File: src/rtl/chdr_16sc_to_8sc_pkg.sv
// Shared types, CHDR field constants and the sc16 -> sc8 component rounding helper.
package chdr_16sc_to_8sc_pkg;

    localparam int unsigned DATA_W       = 64;
    localparam int unsigned HALF_W       = 32;
    localparam int unsigned LEN_W        = 16;
    localparam int unsigned SID_W        = 32;
    localparam int unsigned DEST_W       = 16;
    localparam int unsigned CNT_W        = 16;
    localparam int unsigned STATE_W      = 3;
    localparam int unsigned SC16_W       = 32;
    localparam int unsigned SC8_W        = 16;
    localparam int unsigned COMP16_W     = 16;
    localparam int unsigned COMP8_W      = 8;
    localparam int unsigned SET_ADDR_W   = 8;
    localparam int unsigned SET_DATA_W   = 32;
    localparam int unsigned SID_EN_BIT   = 16;

    // Header byte counts with and without the timestamp line
    localparam logic [LEN_W-1:0] HDR_BYTES_NO_TIME = LEN_W'(8);
    localparam logic [LEN_W-1:0] HDR_BYTES_TIME    = LEN_W'(16);

    // CHDR header word: flags/seqnum [63:48] (has_time = bit 61), length [47:32], SID [31:0]
    typedef struct packed {
        logic [1:0]       pkt_type;
        logic             has_time;
        logic [12:0]      flags_seq;
        logic [LEN_W-1:0] len;
        logic [SID_W-1:0] sid;
    } chdr_hdr_t;

    // Encodings are visible on the debug port, so they are fixed
    typedef enum logic [STATE_W-1:0] {
        ST_HDR  = 3'd0,
        ST_TIME = 3'd1,
        ST_EVEN = 3'd2,
        ST_ODD  = 3'd3
    } state_t;

    // Round half-up to the upper byte of a signed 16-bit component, clamped to int8
    function automatic logic [COMP8_W-1:0] round_sat8(input logic [COMP16_W-1:0] x);
        logic [COMP16_W:0]       sum;
        logic signed [COMP8_W:0] q;
        sum = {x[COMP16_W-1], x} + 17'd128;
        q   = sum[COMP16_W:COMP8_W];
        if (q > 9'sd127) begin
            return 8'h7f;
        end else if (q < -9'sd128) begin
            return 8'h80;
        end else begin
            return q[COMP8_W-1:0];
        end
    endfunction

endpackage

File: src/rtl/chdr_16sc_to_8sc_if.sv
// 64-bit CHDR stream with valid/ready handshake.
interface chdr_16sc_to_8sc_if;
    import chdr_16sc_to_8sc_pkg::*;

    logic [DATA_W-1:0] tdata;
    logic              tlast;
    logic              tvalid;
    logic              tready;

    modport master (output tdata, output tlast, output tvalid, input  tready);
    modport slave  (input  tdata, input  tlast, input  tvalid, output tready);

endinterface

File: src/rtl/sc16_to_sc8_round_sat.sv
// Combinational sample converter: {I16,Q16} -> {I8,Q8} with rounding and saturation.
module sc16_to_sc8_round_sat
    import chdr_16sc_to_8sc_pkg::*;
(
    input  logic [SC16_W-1:0] sc16,
    output logic [SC8_W-1:0]  sc8_c
);

    // I in the upper half, Q in the lower half on both sides
    always_comb begin
        sc8_c = {round_sat8(sc16[SC16_W-1:COMP16_W]), round_sat8(sc16[COMP16_W-1:0])};
    end

endmodule

File: src/rtl/chdr_16sc_to_8sc.sv
// CHDR sc16 -> sc8 packer: two payload lines in, one out; header length and optional SID rewrite.
module chdr_16sc_to_8sc
    import chdr_16sc_to_8sc_pkg::*;
#(
    parameter int unsigned BASE = 0
) (
    input  logic                  clk,
    input  logic                  reset,
    input  logic                  set_stb,
    input  logic [SET_ADDR_W-1:0] set_addr,
    input  logic [SET_DATA_W-1:0] set_data,
    chdr_16sc_to_8sc_if.slave     src,
    chdr_16sc_to_8sc_if.master    dst,
    output logic [SET_DATA_W-1:0] debug
);

    state_t              state_q;
    state_t              state_d;
    logic [HALF_W-1:0]   hold_q;
    logic [HALF_W-1:0]   hold_d;
    logic [CNT_W-1:0]    line_cnt_q;
    logic                sid_enable_q;
    logic [DEST_W-1:0]   dest_home_q;

    logic                accept_c;
    logic                emit_c;
    logic                last_c;
    logic [DATA_W-1:0]   data_c;
    logic [SC8_W-1:0]    conv_hi_c;
    logic [SC8_W-1:0]    conv_lo_c;
    chdr_hdr_t           hdr_in_c;
    chdr_hdr_t           hdr_out_c;
    logic [LEN_W-1:0]    hdr_bytes_c;
    logic [LEN_W-1:0]    payload_bytes_c;

    logic                unused_set_data;

    assign unused_set_data = ^set_data[SET_DATA_W-1:SID_EN_BIT+1];

    // A beat moves whenever the output register is empty or being drained
    assign src.tready = ~dst.tvalid | dst.tready;
    assign accept_c   = src.tvalid & src.tready;

    assign debug = {3'(state_q), 13'b0, line_cnt_q};

    sc16_to_sc8_round_sat u_conv_hi (
        .sc16  (src.tdata[DATA_W-1:HALF_W]),
        .sc8_c (conv_hi_c)
    );

    sc16_to_sc8_round_sat u_conv_lo (
        .sc16  (src.tdata[HALF_W-1:0]),
        .sc8_c (conv_lo_c)
    );

    // Settings register; only consulted when a header is accepted
    always_ff @(posedge clk or posedge reset) begin
        if (reset) begin
            sid_enable_q <= 1'b0;
            dest_home_q  <= '0;
        end else if (set_stb && (set_addr == SET_ADDR_W'(BASE))) begin
            sid_enable_q <= set_data[SID_EN_BIT];
            dest_home_q  <= set_data[DEST_W-1:0];
        end
    end

    // Header rewrite: payload halves, header size kept, SID optionally re-homed
    always_comb begin
        hdr_in_c        = chdr_hdr_t'(src.tdata);
        hdr_out_c       = hdr_in_c;
        hdr_bytes_c     = hdr_in_c.has_time ? HDR_BYTES_TIME : HDR_BYTES_NO_TIME;
        payload_bytes_c = hdr_in_c.len - hdr_bytes_c;
        hdr_out_c.len   = hdr_bytes_c + (payload_bytes_c >> 1);
        if (sid_enable_q) begin
            hdr_out_c.sid = {hdr_in_c.sid[DEST_W-1:0], dest_home_q};
        end
    end

    // FSM state register
    always_ff @(posedge clk or posedge reset) begin
        if (reset) begin
            state_q <= ST_HDR;
        end else begin
            state_q <= state_d;
        end
    end

    // Next state, pairing of payload lines and the beat to load into the output stage
    always_comb begin
        state_d = state_q;
        hold_d  = hold_q;
        emit_c  = 1'b0;
        last_c  = 1'b0;
        data_c  = '0;
        case (state_q)
            ST_HDR: begin
                if (accept_c) begin
                    emit_c = 1'b1;
                    data_c = DATA_W'(hdr_out_c);
                    last_c = src.tlast;
                    if (src.tlast) begin
                        state_d = ST_HDR;
                    end else if (hdr_in_c.has_time) begin
                        state_d = ST_TIME;
                    end else begin
                        state_d = ST_EVEN;
                    end
                end
            end
            ST_TIME: begin
                if (accept_c) begin
                    emit_c  = 1'b1;
                    data_c  = src.tdata;
                    last_c  = src.tlast;
                    state_d = src.tlast ? ST_HDR : ST_EVEN;
                end
            end
            ST_EVEN: begin
                if (accept_c) begin
                    hold_d = {conv_hi_c, conv_lo_c};
                    if (src.tlast) begin
                        emit_c  = 1'b1;
                        data_c  = {hold_d, HALF_W'(0)};
                        last_c  = 1'b1;
                        state_d = ST_HDR;
                    end else begin
                        state_d = ST_ODD;
                    end
                end
            end
            ST_ODD: begin
                if (accept_c) begin
                    emit_c  = 1'b1;
                    data_c  = {hold_q, conv_hi_c, conv_lo_c};
                    last_c  = src.tlast;
                    state_d = src.tlast ? ST_HDR : ST_EVEN;
                end
            end
            default: begin
                state_d = ST_HDR;
            end
        endcase
    end

    // First-of-pair converted samples
    always_ff @(posedge clk or posedge reset) begin
        if (reset) begin
            hold_q <= '0;
        end else begin
            hold_q <= hold_d;
        end
    end

    // Accepted-line counter, restarted by every header
    always_ff @(posedge clk or posedge reset) begin
        if (reset) begin
            line_cnt_q <= '0;
        end else if (accept_c) begin
            if (state_q == ST_HDR) begin
                line_cnt_q <= '0;
            end else begin
                line_cnt_q <= line_cnt_q + CNT_W'(1);
            end
        end
    end

    // Single output register stage; frozen while the consumer stalls
    always_ff @(posedge clk or posedge reset) begin
        if (reset) begin
            dst.tvalid <= 1'b0;
            dst.tlast  <= 1'b0;
            dst.tdata  <= '0;
        end else if (~dst.tvalid | dst.tready) begin
            dst.tvalid <= emit_c;
            if (emit_c) begin
                dst.tdata <= data_c;
                dst.tlast <= last_c;
            end
        end
    end

endmodule

File: src/flat_wrapper.sv
// flat-port wrapper written by rule: the top's interface ports become plain ports
module chdr_16sc_to_8sc_flat import chdr_16sc_to_8sc_pkg::*;
#(
    parameter int unsigned BASE = 0
)
  (clk, reset, set_stb, set_addr, set_data, debug, src_tdata, src_tlast, src_tvalid, src_tready, dst_tdata, dst_tlast, dst_tvalid, dst_tready);
  chdr_16sc_to_8sc_if src_i ();
  chdr_16sc_to_8sc_if dst_i ();
  input  logic clk;
  input  logic reset;
  input  logic set_stb;
  input  logic [SET_ADDR_W-1:0] set_addr;
  input  logic [SET_DATA_W-1:0] set_data;
  output logic [SET_DATA_W-1:0] debug;
  input wire logic [$bits(src_i.tdata)-1:0] src_tdata;
  input wire logic [$bits(src_i.tlast)-1:0] src_tlast;
  input wire logic [$bits(src_i.tvalid)-1:0] src_tvalid;
  output wire logic [$bits(src_i.tready)-1:0] src_tready;
  output wire logic [$bits(dst_i.tdata)-1:0] dst_tdata;
  output wire logic [$bits(dst_i.tlast)-1:0] dst_tlast;
  output wire logic [$bits(dst_i.tvalid)-1:0] dst_tvalid;
  input wire logic [$bits(dst_i.tready)-1:0] dst_tready;
  assign src_i.tdata = src_tdata;
  assign src_i.tlast = src_tlast;
  assign src_i.tvalid = src_tvalid;
  assign src_tready = src_i.tready;
  assign dst_tdata = dst_i.tdata;
  assign dst_tlast = dst_i.tlast;
  assign dst_tvalid = dst_i.tvalid;
  assign dst_i.tready = dst_tready;
  chdr_16sc_to_8sc #(.BASE(BASE)) u_core (.clk(clk), .reset(reset), .set_stb(set_stb), .set_addr(set_addr), .set_data(set_data), .src(src_i), .dst(dst_i), .debug(debug));
endmodule
File: config.mk
export PLATFORM = sky130hd
export DESIGN_NAME = chdr_16sc_to_8sc_flat
export DESIGN_NICKNAME = d
export VERILOG_FILES = /design/src/rtl/chdr_16sc_to_8sc_pkg.sv /design/src/rtl/chdr_16sc_to_8sc_if.sv /design/src/rtl/sc16_to_sc8_round_sat.sv /design/src/rtl/chdr_16sc_to_8sc.sv /design/src/flat_wrapper.sv
export SDC_FILE = /design/constraint.sdc
export NUM_CORES = 1
export LEC_CHECK = 0
export BUFFER_PORTS_ARGS = -buffer_cell sky130_fd_sc_hd__buf_2
export CAP_MARGIN = 20
export CORE_ASPECT_RATIO = 0.75
export CORE_MARGIN = 1
export CORE_UTILIZATION = 58
export DETAILED_ROUTE_END_ITERATION = 8
export HOLD_SLACK_MARGIN = 0.1
export PLACE_DENSITY = 0.87
export SLEW_MARGIN = 20
export SYNTH_ARGS = -nofsm -noshare
export SYNTH_HDL_FRONTEND = slang
export SYNTH_SLANG_ARGS = --single-unit
File: constraint.sdc
create_clock -name clk -period 11.19 [get_ports clk]
set_clock_uncertainty 0.2 [all_clocks]
set_input_delay 0.5595 -clock clk [delete_from_list [all_inputs] [get_ports clk]]
set_output_delay 0.5595 -clock clk [all_outputs]
set_load 0.01 [all_outputs]
==> run_results.csv <==
group,metric,value,unit
synth,synth-compound-area-share,0.235,
cts,ctsHoldBuffers,0,
die,core-area,0.0131,mm²
power_and_ir_drop,ir_drop,0.000144,V
critical_path,crit_type,"in2reg",
power_and_ir_drop,power_leakage,4.38,nW
sta,period_needed,3650,ps
die,die_area,0.0140,mm²
power_and_ir_drop,powerDensity,207,mW/mm²
sta,fin_crit_sh,0.326,
detailed_routing,ant_nets,0,
global_route,grt_max_degree,99,
cts,cts_root_buffer,"clkbuf_16",
critical_path,path_max_fanout,9,
place,place_congestion,0.967,
synth,synthFlopType,"dfrtp_1",
global_route,grt_pass1_vias,6991,
critical_path,rr_worst_depth,7,
sta,slew_violations,0,
run_status,outcome,"complete, but fails checks",
sta,max_slew_margin,0.330,
die,rows,36,
critical_path,worstReg2RegStart,"u_core.state_q[0]",
die,boundaryPins,209,
cts,cts_setup_buffers,0,
place,dp_cells,1152,
final_layout,drive_gt1_frac,0.263,
synth,yosysWarnings,0,
synth,synth_top_family_by_area,"compound AO/OA/AOI/OAI gates",
synth,syn-instance-count,862,
cts,htree_levels,4,
sta,hold_violations,0,
cts,cts_resized,0,
cts,clk_pin_slew_worst_paths,60,ps
detailed_routing,vias,7710,
final_layout,diodes,0,
global_route,track_usage,0.349,
critical_path,critPathLaunchType,"input pin",
detailed_routing,drt_wl_total,24.0,mm
detailed_routing,wl_per_cell,20.2,µm
critical_path,endpoint,"u_core.dst.tdata[43]",
synth,ys_seq_area_frac,0.425,
cts,clockBufferDepth,2,
sta,fin_tns_setup,0,ps
sta,setup_viol_count_final,0,
critical_path,worstPathRequired,11300,ps
die,initial_core_util,0.599,
synth,synth_edf_count,0,
synth,muxShareOfSynthArea,0.0515,
final_layout,final_area,0.00933,mm²
synth,synth_xor_area_frac,0.0392,
synth,async_flop_share,1.00,
min_path,min_path_type,"in2async",
detailed_routing,viasPerCell,6.51,
synth,ys_seq_elements,133,
synth,yosys.area_share.simple,0.162,
power_and_ir_drop,finalPower,1.93,mW
cts,worstSkewPairLatency,430,ps
cts,cts_sinks,133,
place,dpl_cell_area,0.00867,mm²
place,port_buffers,179,
sta,hold_ws,89.8,ps
sta,fmax,0.274,GHz
global_route,grt_pass1_wl,37.0,mm
job,cap_violations,0,
sta,fin_ws,7540,ps
place,place_ws,7310,ps
critical_path,crit_path_start,"src_tdata[61]",
detailed_routing,route.detailed.drc,7,
critical_path,crit_path_end_kind,"flip-flop",
cts,cts_tree,"yes",
die,chipWidth,136,µm
final_layout,final_util,0.714,
detailed_routing,drt_iter0_markers,1082,
run_status,failed_checks,"design-rule violations",
synth,ys_types,66,
synth,synth_area_per_cell,9.07,µm²
final_layout,stdcell_count,1184,
sta,tightest_slew,1010,ps
detailed_routing,first_pass_iters,9,
synth,syn_area,0.00782,mm²
synth,synth_fa_ha_area_frac,0.0307,
place,hpwl,16.3,mm
sta,rsz0062_at_grt,"no",
cts,cts_buffers,17,
critical_path,r2r_slack,7890,ps
global_route,grt_antenna_before_repair,2,
critical_path,timing.rr.end,"u_core.dst.tdata[3]",
critical_path,worstPathArrival,3760,ps
final_layout,final_nets,1128,
final_layout,syn_to_final_growth,19.3,%
die,die_y,103,µm
global_route,grt_overflow_total,0,
-- sequential cells by signal (all words and copies together) (netlist names) --
| name | count |
|---|---|
| u_core.dest_home_q | 16 |
| u_core.dst.tdata | 64 |
| u_core.dst.tlast | 1 |
| u_core.dst.tvalid | 1 |
| u_core.hold_q | 32 |
| u_core.line_cnt_q | 16 |
| u_core.sid_enable_q | 1 |
| u_core.state_q | 2 |
-- placed cells by master, fill, tap and decap left out, drive strengths merged, types with 4 or more instances in the layout --
cell type / instances
a21oi: 30
a221oi: 33
a222oi: 25
a22oi: 7
a31oi: 7
and2: 5
and3: 19
buf: 185
bufinv: 5
clkbuf: 20
clkinv: 4
conb: 14
dfrtp: 133
ha: 16
inv: 19
mux2: 34
nand2: 106
nand2b: 6
nand3: 29
nand4: 6
nor2: 69
nor3: 14
nor4: 6
o211a: 8
o211ai: 10
o21a: 6
o21ai: 99
o31ai: 8
xnor2: 18
xor2: 17
-- final cells by class --
| class | instances | area (µm²) |
|---|---|---|
| Clock buffer | 20 | 457 |
| Multi-Input combinational cell | 646 | 4130 |
| Fill cell | 956 | 3730 |
| Inverter | 17 | 66.3 |
| Sequential cell | 133 | 3330 |
| Timing Repair Buffer | 185 | 941 |
| Tap cell | 171 | 214 |
| Clock inverter | 12 | 199 |
-- power by group --
group          switching, mW  total [mW]  internal (mW)
Combinational          0.336       0.563          0.227
Sequential             0.101       0.742          0.641
Clock                  0.219       0.627          0.408
-- worst max-delay path, stage by stage --
cell       delay [ps]
buf_2             230
inv_1             180
ha_1              260
fa_1              440
xor2_1            280
inv_1             100
fa_1              450
a31oi_1           340
o2111ai_1         260
xnor2_1           280
o221ai_1          220
o21a_1            170
-- layer usage --
metal,track usage,part of all wire
met1,0.486,0.40
met2,0.515,0.44
met3,0.115,0.13
met4,0.115,0.027
met5,0,0.00042
-- worst min-delay path by stage --
stage	end	slack, ps	cells after the start
after detailed placement	u_core.dst.tdata[8]	260	2
after global placement	u_core.dst.tdata[63]	260	2
after global routing	u_core.line_cnt_q[4]	160	2
after CTS	u_core.line_cnt_q[4]	130	2
after floorplan	u_core.hold_q[2]	250	2
final	u_core.line_cnt_q[4]	90	2
-- synthesized netlist by cell type, types with 5 or more instances --
cell type  count  share of area
ha_1          16          0.026
nand2b_1       6         0.0048
o211a_1        8          0.010
mux2_2        34          0.049
dfrtp_1      133           0.43
and3_1        18          0.014
and2_1         5         0.0040
nand2_1      106          0.051
xor2_1        17          0.019
o211ai_1      10         0.0096
a21oi_1       30          0.019
nor3_1        14         0.0090
nor2_1        69          0.033
a222oi_1      25          0.032
o21a_1         6         0.0058
buf_4         14          0.013
nand3_1       29          0.019
nand4_1        6         0.0048
a22oi_1        7         0.0067
xnor2_1       18          0.020
o31ai_1        8         0.0077
inv_1         15         0.0072
o21ai_0       95          0.061
a31oi_1        7         0.0056
a221oi_1      33          0.037
clkbuf_1      60          0.029
nor4_1         6         0.0048
-- logic make-up after synthesis --
group | after synthesis
flops | 133
mux | 36
buf+inv | 96
simple gates | 278
fa+ha+maj | 18
xor+xnor | 35
other cells | 1
compound gates | 265
Note: power is estimated with default switching activity, not from simulation.
